[config.mk]
export PLATFORM = sky130hd
export DESIGN_NAME = instr_mem_loader_flat
export DESIGN_NICKNAME = d
export VERILOG_FILES = /design/src/rtl/instr_mem_loader_pkg.sv /design/src/rtl/instr_mem_loader_if.sv /design/src/rtl/instr_mem_loader_byte_packer.sv /design/src/rtl/instr_mem_loader.sv /design/src/flat_wrapper.sv
export SDC_FILE = /design/constraint.sdc
export NUM_CORES = 1
export LEC_CHECK = 0
export BUFFER_PORTS_ARGS = -buffer_cell sky130_fd_sc_hd__buf_2
export CORE_MARGIN = 3
export CORE_UTILIZATION = 39
export CTS_CLUSTER_SIZE = 16
export DETAILED_ROUTE_END_ITERATION = 6
export GPL_ROUTABILITY_DRIVEN = 0
export PLACE_DENSITY = 0.58
export SETUP_SLACK_MARGIN = 0.3
export SLEW_MARGIN = 20
export SYNTH_ARGS = -nofsm -noshare
export SYNTH_HDL_FRONTEND = slang
export SYNTH_SLANG_ARGS = --single-unit
[constraint.sdc]
create_clock -name clk -period 3.05 [get_ports clk]
set_input_delay 0.7625 -clock clk [delete_from_list [all_inputs] [get_ports clk]]
set_output_delay 0.7625 -clock clk [all_outputs]
set_load 0.05 [all_outputs]
[src/rtl/instr_mem_loader_pkg.sv]
// Shared types and constants for the instruction memory loader.
// Imported by the loader top and its byte packer.
package instr_loader_pkg;

  localparam int unsigned INSTR_W        = 24;
  localparam int unsigned BYTES_PER_WORD = INSTR_W / 8;
  localparam int unsigned LEN_BYTES      = 2;

  typedef enum logic [2:0] {
    IDLE,
    HDR0,
    HDR1,
    DATA,
    CHK,
    DONE,
    ERR
  } state_e;

endpackage

[src/rtl/instr_mem_loader_if.sv]
// Byte-stream and memory-write bundle of the loader.
// master = loader side, slave = host link / memory side.
interface instr_mem_loader_if #(
  parameter int unsigned N  = 24,
  parameter int unsigned AW = 10
);

  logic [7:0]    rx_data;
  logic          rx_valid;
  logic          rx_ready;
  logic          mem_we;
  logic [AW-1:0] mem_addr;
  logic [N-1:0]  mem_wdata;

  modport master (
    input  rx_data, rx_valid,
    output rx_ready, mem_we, mem_addr, mem_wdata
  );

  modport slave (
    output rx_data, rx_valid,
    input  rx_ready, mem_we, mem_addr, mem_wdata
  );

endinterface

[src/rtl/instr_mem_loader_byte_packer.sv]
// Shifts bytes MSB-first into a word; word_full marks
// the push that completes it (word is valid that cycle).
module byte_packer
  import instr_loader_pkg::*;
#(
  parameter int unsigned BPW = BYTES_PER_WORD,
  parameter int unsigned N   = 8 * BPW
) (
  input  logic         clk,
  input  logic         rst_n,
  input  logic         clr,
  input  logic         push,
  input  logic [7:0]   din,
  output logic [N-1:0] word,
  output logic         word_full
);

  localparam int unsigned CW = $clog2(BPW + 1);

  logic [CW-1:0]  cnt_q, cnt_d;
  logic [N-9:0]   sh_q, sh_d;

  always_comb begin
    word      = {sh_q, din};
    word_full = push && (cnt_q == CW'(BPW - 1));
    sh_d      = sh_q;
    cnt_d     = cnt_q;
    if (clr) begin
      sh_d  = '0;
      cnt_d = '0;
    end else if (push) begin
      sh_d  = word[N-9:0];
      cnt_d = word_full ? '0 : cnt_q + CW'(1);
    end
  end

  always_ff @(posedge clk) begin
    if (!rst_n) begin
      sh_q  <= '0;
      cnt_q <= '0;
    end else begin
      sh_q  <= sh_d;
      cnt_q <= cnt_d;
    end
  end

endmodule

[src/rtl/instr_mem_loader.sv]
// Loads a length-prefixed, XOR-checked byte image into
// the instruction memory, holding the CPU while it runs.
module instr_mem_loader
  import instr_loader_pkg::*;
#(
  parameter int unsigned N     = INSTR_W,
  parameter int unsigned DEPTH = 1024,
  parameter int unsigned AW    = 10
) (
  input  logic          clk,
  input  logic          rst_n,
  input  logic          start,
  instr_mem_loader_if.master bus,
  output logic          busy,
  output logic          done,
  output logic          err,
  output logic          cpu_hold,
  output logic [AW:0]   word_count
);

  localparam int unsigned LW = 8 * LEN_BYTES;

  state_e        state_q, state_d;
  logic [LW-1:0] len_q, len_d;
  logic [7:0]    chk_q, chk_d;
  logic [AW:0]   wc_q, wc_d;
  logic          we_q, we_d;
  logic [AW-1:0] addr_q, addr_d;
  logic [N-1:0]  wdata_q, wdata_d;
  logic          rdy_q, rdy_d;
  logic          busy_q, busy_d;
  logic          done_q, done_d;
  logic          err_q, err_d;
  logic          hold_q, hold_d;

  logic          acc, take_start, push;
  logic          word_full;
  logic [N-1:0]  word;
  logic [LW-1:0] len_full;

  assign acc        = bus.rx_valid && rdy_q;
  assign take_start = start &&
    (state_q inside {IDLE, DONE, ERR});
  assign push       = acc && (state_q == DATA);
  assign len_full   = {len_q[LW-1:8], bus.rx_data};

  byte_packer #(.BPW(N / 8), .N(N)) u_packer (
    .clk      (clk),
    .rst_n    (rst_n),
    .clr      (take_start),
    .push     (push),
    .din      (bus.rx_data),
    .word     (word),
    .word_full(word_full)
  );

  always_comb begin
    state_d = state_q;
    len_d   = len_q;
    chk_d   = chk_q;
    wc_d    = wc_q;
    we_d    = 1'b0;
    addr_d  = addr_q;
    wdata_d = wdata_q;
    if (take_start) begin
      state_d = HDR0;
      chk_d   = '0;
      wc_d    = '0;
    end else begin
      unique case (state_q)
        HDR0: if (acc) begin
          len_d[LW-1:8] = bus.rx_data;
          state_d       = HDR1;
        end
        HDR1: if (acc) begin
          len_d = len_full;
          if (len_full == '0 || len_full > LW'(DEPTH))
            state_d = ERR;
          else
            state_d = DATA;
        end
        DATA: if (acc) begin
          chk_d = chk_q ^ bus.rx_data;
          if (word_full) begin
            we_d    = 1'b1;
            addr_d  = wc_q[AW-1:0];
            wdata_d = word;
            wc_d    = wc_q + 1'b1;
            if (LW'(wc_q) + LW'(1) == len_q)
              state_d = CHK;
          end
        end
        CHK: if (acc) begin
          state_d = (bus.rx_data == chk_q) ? DONE : ERR;
        end
        default: ;
      endcase
    end
    // Status flags are registered copies of the next state
    rdy_d  = state_d inside {HDR0, HDR1, DATA, CHK};
    busy_d = rdy_d;
    hold_d = rdy_d || (state_d == ERR);
    done_d = (state_d == DONE);
    err_d  = (state_d == ERR);
  end

  always_ff @(posedge clk) begin
    if (!rst_n) begin
      state_q <= IDLE;
      len_q   <= '0;
      chk_q   <= '0;
      wc_q    <= '0;
      we_q    <= 1'b0;
      addr_q  <= '0;
      wdata_q <= '0;
      rdy_q   <= 1'b0;
      busy_q  <= 1'b0;
      done_q  <= 1'b0;
      err_q   <= 1'b0;
      hold_q  <= 1'b0;
    end else begin
      state_q <= state_d;
      len_q   <= len_d;
      chk_q   <= chk_d;
      wc_q    <= wc_d;
      we_q    <= we_d;
      addr_q  <= addr_d;
      wdata_q <= wdata_d;
      rdy_q   <= rdy_d;
      busy_q  <= busy_d;
      done_q  <= done_d;
      err_q   <= err_d;
      hold_q  <= hold_d;
    end
  end

  assign bus.rx_ready  = rdy_q;
  assign bus.mem_we    = we_q;
  assign bus.mem_addr  = addr_q;
  assign bus.mem_wdata = wdata_q;
  assign busy          = busy_q;
  assign done          = done_q;
  assign err           = err_q;
  assign cpu_hold      = hold_q;
  assign word_count    = wc_q;

endmodule

[src/flat_wrapper.sv]
// flat-port wrapper written by rule: the top's interface ports become plain ports
module instr_mem_loader_flat import instr_loader_pkg::*;
#(
  parameter int unsigned N     = INSTR_W,
  parameter int unsigned DEPTH = 1024,
  parameter int unsigned AW    = 10
)
  (clk, rst_n, start, busy, done, err, cpu_hold, word_count, bus_rx_data, bus_rx_valid, bus_rx_ready, bus_mem_we, bus_mem_addr, bus_mem_wdata);
  instr_mem_loader_if #(.N(N), .AW(AW)) bus_i ();
  input  logic clk;
  input  logic rst_n;
  input  logic start;
  output logic busy;
  output logic done;
  output logic err;
  output logic cpu_hold;
  output logic [AW:0] word_count;
  input wire logic [$bits(bus_i.rx_data)-1:0] bus_rx_data;
  input wire logic [$bits(bus_i.rx_valid)-1:0] bus_rx_valid;
  output wire logic [$bits(bus_i.rx_ready)-1:0] bus_rx_ready;
  output wire logic [$bits(bus_i.mem_we)-1:0] bus_mem_we;
  output wire logic [$bits(bus_i.mem_addr)-1:0] bus_mem_addr;
  output wire logic [$bits(bus_i.mem_wdata)-1:0] bus_mem_wdata;
  assign bus_i.rx_data = bus_rx_data;
  assign bus_i.rx_valid = bus_rx_valid;
  assign bus_rx_ready = bus_i.rx_ready;
  assign bus_mem_we = bus_i.mem_we;
  assign bus_mem_addr = bus_i.mem_addr;
  assign bus_mem_wdata = bus_i.mem_wdata;
  instr_mem_loader #(.N(N), .DEPTH(DEPTH), .AW(AW)) u_core (.clk(clk), .rst_n(rst_n), .start(start), .bus(bus_i), .busy(busy), .done(done), .err(err), .cpu_hold(cpu_hold), .word_count(word_count));
endmodule
### After elaboration in Yosys (flattened, before gate mapping)

Cells that the tools add are included.

* bits in registers: 95
* bits of input ports: 12
* output and inout port bits: 51
* word-level logic and storage cells: 70

* add/sub/neg operators: 3
* order comparisons: 1
* equality and inequality tests: 15
* mux-type cells: 14
* bitwise gates (word level): 6
* reductions and logical operators: 17

Operator list (count)
* 3-bit 2-to-1 mux: 8
* 3-bit equality test (second input constant): 6
* 16-bit equality test: 1
* 16-bit by 11-bit > comparator with 1-bit output (second input constant): 1
* 16-bit zero test: 1
* 8-bit one-hot mux with 2 select lines: 1
* 11-bit by 1-bit adder with 12-bit output (second input constant): 1
* 3-bit by 2-bit equality test with 1-bit output (second input constant): 4
* 3-bit one-hot mux with 4 select lines: 1
* 11-bit by 1-bit adder with 11-bit output (second input constant): 1
* 8-bit equality test: 1
* 8-bit 2-to-1 mux: 1
* 4-bit AND reduction: 2
* 8-bit bitwise XOR: 1
* 3-bit by 1-bit equality test with 1-bit output (second input constant): 2
* 3-bit AND reduction: 2
* 1-bit inverter: 5
* 1-bit logical AND: 4
* 2-bit 2-to-1 mux: 2
* 4-bit nonzero test: 1
* 4-bit OR reduction: 1
* 3-bit zero test: 1
* 3-bit nonzero test: 1
* 2-bit by 1-bit adder with 2-bit output (second input constant): 1
* other kinds (5): 6

### Logic depth before layout (Yosys ltp)

* depth in word-level cells: 10
* depth in mapped cells: 9
* gate-level depth less buffers: 9

### By module

A second synthesis with hierarchy kept.

* cell total of the unflattened synthesis: 496
* area, all modules: 4336.7 µm²

Modules (own cells, without submodules)
* instr_mem_loader: instances 1, cells each 425, area an instance 3621.0 µm², seq. area each 1541.5 µm²
* byte_packer: instances 1, cells each 71, area an instance 715.7 µm², seq. area each 360.3 µm²

### Least setup slack after synthesis

No wires, ideal clock.

* path type: register -> register
* start point: register u_core.wc_q[0], in the netlist u_core.word_count[0]
* end point: register u_core.rdy_q, in the netlist u_core.bus.rx_ready
* setup time: 118 ps
* arrival time: 2478 ps
* data required time: 2932 ps
* path slack: 454 ps
* stages on the path, launching flop included: 10
* buffers on the path: 0
* clock period less this slack: 2596 ps
* path through: dfxtp_1 -> ha_1 -> xnor2_1 -> o2111ai_1 -> nand4b_1 -> nor4b_2 -> and4_1 -> o32a_1 -> and3_1 -> nor3_2

* word-level cells in the longest chain between the ends: 9
* elaborated cells on any way between the ends: 12
* classes of those cells: add/sub (1); eq/ne (5); mux (5); reduce/logical (1)

Ends and longest elaborated chain
* from (decl): line instr_mem_loader.sv:26 `logic [AW:0] wc_q, wc_d;`
* from (signal assigned): line instr_mem_loader.sv:125 `wc_q <= wc_d;`
* 11-bit by 1-bit adder with 12-bit output (*): line instr_mem_loader.sv:89 `if (LW'(wc_q) + LW'(1) == len_q)`
* 16-bit equality test (*): line instr_mem_loader.sv:89
* 3-bit 2-to-1 mux (*): line instr_mem_loader.sv:89
* 3-bit 2-to-1 mux (*): line instr_mem_loader.sv:84 `if (word_full) begin`
* 3-bit 2-to-1 mux (*): line instr_mem_loader.sv:82 `DATA: if (acc) begin`
* 3-bit one-hot mux with 4 select lines (*): line instr_mem_loader.sv:70 `unique case (state_q)`
* 3-bit 2-to-1 mux (*): line instr_mem_loader.sv:65 `if (take_start) begin`
* 3-bit by 1-bit equality test with 1-bit output, or another cell as far along: line instr_mem_loader.sv:100 `rdy_d = state_d inside {HDR0, HDR1, DATA, CHK};`
* 4-bit nonzero test (*): line instr_mem_loader.sv:100
* to (signal assigned): line instr_mem_loader.sv:129 `rdy_q <= rdy_d;`
* to (decl): line instr_mem_loader.sv:30 `logic rdy_q, rdy_d;`

Mark *: on every way between the ends. The rest lies on a longest branch, timed or not.
A chain may end at the register's enable or synchronous reset.

### Worst setup path in the final report

* start point: register u_core.wc_q[1], in the netlist u_core.word_count[1]
* end point: register u_core.rdy_q, in the netlist u_core.bus.rx_ready

Same word-level chain as after synthesis.

==> flow_summary.yaml <==
drt:
  drt_iter0_drc: 201
  wl_per_cell_um: 13.7
  drcViolationCount: 0
  dr.pass1.iters: 4
  dr_total_vias: 3376
  drt_wl_total_mm: 9.35
  viasPerCell: 4.95
  ant_nets: 0
worst_setup_path:
  cp_common_cell: "nor3_2"
  cp_data_required_time_ns: 3.27
  slowest_stage: "dfxtp_1"
  criticalPathCategory: "register to register"
  crit_path_start_kind: "register"
  cp_cell_sequence: "ha_1 > nand3_2 > nor3_2 > nor2_1 > a211oi_1 > and4_1 > o32a_1 > and3_1 > nor3_2"
  r2r_end: "u_core.bus.rx_ready"
  crit_fanout: 6
  r2r_start: "u_core.word_count[1]"
  cpPeakStageDelay_ns: 0.45
  rrSetupSlack_ns: 0.51
  cp.arrival_ns: 2.76
  r2r_cells: 9
  end_kind: "register"
global_route:
  grt.overflow.total: 0
  grt_pass1_vias: 3261
  grt_usage_pct: 17.0
  grt_first_pass_wirelength_mm: 15.6
  antenna_found_initial: 0
  grt_max_degree: 41
synth:
  syn_area_mm2: 0.00403
  syn_nets: 503
  ys_seq_area_share_pct: 47.2
  synth_warnings: 0
  synth-adder-area-share_pct: 0.622
  ys.flop_type: "dfxtp_1"
  avgSynthCellArea_um2: 8.23
  synth-seq-cells: 95
  synthSimpleGateAreaFrac_pct: 24.9
  synth_top_family_by_area: "simple AND/OR/NAND/NOR gates"
  synth_mux_area_share_pct: 3.98
  ys_types: 51
  async_flop_share_pct: 0
  synth_edf_count: 0
  synth_compound_area_share_pct: 11.7
  synthXorXnorAreaFrac_pct: 7.83
  netlist_instances: 489
timing:
  max_slew_margin_pct: 57.1
  hold_violations: 0
  setup_viol: 0
  setup_tns_ns: 0
  finClkSkew_ns: 0.00959
  min_period_ns: 2.54
  fin_crit_sh_pct: 83.4
  grt_setup_unrepaired: "no"
  hold_ws_ns: 0.455
  worst_pin_slew_ns: 0.642
  max_freq_mhz: 393
  drv_slew: 0
die:
  boundaryPins: 63
  core_mm2: 0.00991
  die_h_um: 108
  row_count: 36
  dieArea_mm2: 0.0116
  start_util_pct: 40.6
  die_w_um: 108
placement:
  io_buffer_count: 62
  placed_cell_area_mm2: 0.00446
  hpwl_mm: 6.70
finish:
  nFillCells: 1000
  drive_above_1_share_pct: 18.6
  antenna_cells: 0
  fin_nets: 558
  area_growth_pct: 15.8
  mostFrequentLayoutCells: "nand2_1, dfxtp_1, buf_2"
  finish.instance_area_mm2: 0.00466
  layout_commonest_cell: "nand2_1"
min_path:
  holdPathStages: 2
  hp-start: "u_core.bus.mem_addr[8]"
  min_to: "u_core.bus.mem_addr[8]"
  hp-class: "register to register"
clock_tree:
  cts_tree: "built"
  htreeDepth: 3
  clk_latency_ns: 0.36
  numCtsBuffers: 9
  clockBufferDepth: 2
  cts_root_buf: "clkbuf_8"
  path_clk_slew_ns: 0.10
  ctsHoldBuffers: 0
  post_cts.repair.setup_buffers: 0
  cts_num_sinks: 95
outcome:
  status: "complete, no violations"
pwr:
  p_total_uw: 2220
  leakage_uw: 0.00175
  p_per_area_mw_per_mm2: 475
  vdd_drop_max_mv: 0.255
run:
  drv_cap: 0
-- flip-flops by register name, summed over array words and instances (netlist names), 2 cells and up --
register and count:
u_core.len_q 16, u_core.state_q 3, u_core.u_packer.sh_q 16, u_core.word_count 11
u_core.chk_q 8, u_core.bus.mem_wdata 24, u_core.bus.mem_addr 10, u_core.u_packer.cnt_q 2
-- through the flow --
| stage | util, % | std cells | setup slack [ns] |
|---|---|---|---|
| 2_1_floorplan | - | 489 | 0.454 |
| 3_3_place_gp | 45.0 | 666 | 0.479 |
| 3_5_place_dp | 45.0 | 666 | 0.368 |
| 4_1_cts | 47.0 | 682 | 0.484 |
| 5_1_grt | 47.0 | 682 | 0.310 |
| 6_report | 47.0 | 682 | 0.507 |
-- cell usage after synthesis, drive strengths merged (4+ instances only) --
cell / instances / share of area (%)
nand2: 119 / 11
nor3: 12 / 2.1
xor2: 17 / 3.7
a21oi: 56 / 7.0
inv: 10 / 0.93
nor4: 4 / 0.62
nand4: 4 / 0.78
xnor2: 19 / 4.1
dfxtp: 95 / 47
mux2i: 16 / 4.0
nor2: 54 / 5.0
nand3: 5 / 0.99
buf: 6 / 0.75
clkbuf: 21 / 2.0
o21ai: 11 / 1.4
-- worst max path at each step --
stage,start,to,cells past startpoint
after detailed placement,bus_rx_data[7],u_core.bus.rx_ready,9
final,u_core.word_count[1],u_core.bus.rx_ready,9
after floorplan,u_core.word_count[0],u_core.bus.rx_ready,9
after global routing,u_core.word_count[1],u_core.bus.rx_ready,9
after global placement,bus_rx_data[7],u_core.bus.rx_ready,9
after CTS,u_core.word_count[1],u_core.bus.rx_ready,9
-- logic make-up after synthesis --
group	after synthesis
AND/OR/NAND/NOR	219
AO/OA/AOI/OAI	84
multiplexers	16
adder cells (fa/ha/maj)	2
flip-flops	95
buffers and inverters	37
XOR/XNOR	36
-- layer usage --
layer  vias up  wire length (um)  track usage (%)
met5         -                 0                0
met4         0               139             6.31
met3        12               352             2.70
met2        73              4490             28.3
met1      1565              4370             22.3
li1       1726                 -                -
-- worst max-delay path, delay by kind of cell (launching register included) --
family          cells  cell delay [ns]
compound gates      2             0.55
fa+ha+maj           1             0.26
flops               1             0.45
simple gates        6             1.14
-- timing repair --
item,4_1_cts,5_1_grt
hold endpoints to repair,0,0
resized for setup,0,1
endpoints found under the setup margin,0,1
-- power by group --
part           internal, uW  switching, uW  total (uW)
clock                   385            442         828
sequential             1250           9.93        1260
combinational          37.9           91.4         129
total                  1670            544        2220
-- area by class of cell --
cell class / count / area, um^2 / share of cell area (%)
Multi-Input combinational cell: 357 / 1980 / 42.5
Sequential cell: 95 / 1900 / 40.8
Clock buffer: 10 / 128 / 2.74
Clock inverter: 6 / 68.8 / 1.48
Tap cell: 133 / 166 / 3.57
Inverter: 10 / 37.5 / 0.805
Timing Repair Buffer: 71 / 378 / 8.11
Note: power is estimated with default switching activity, not from simulation.
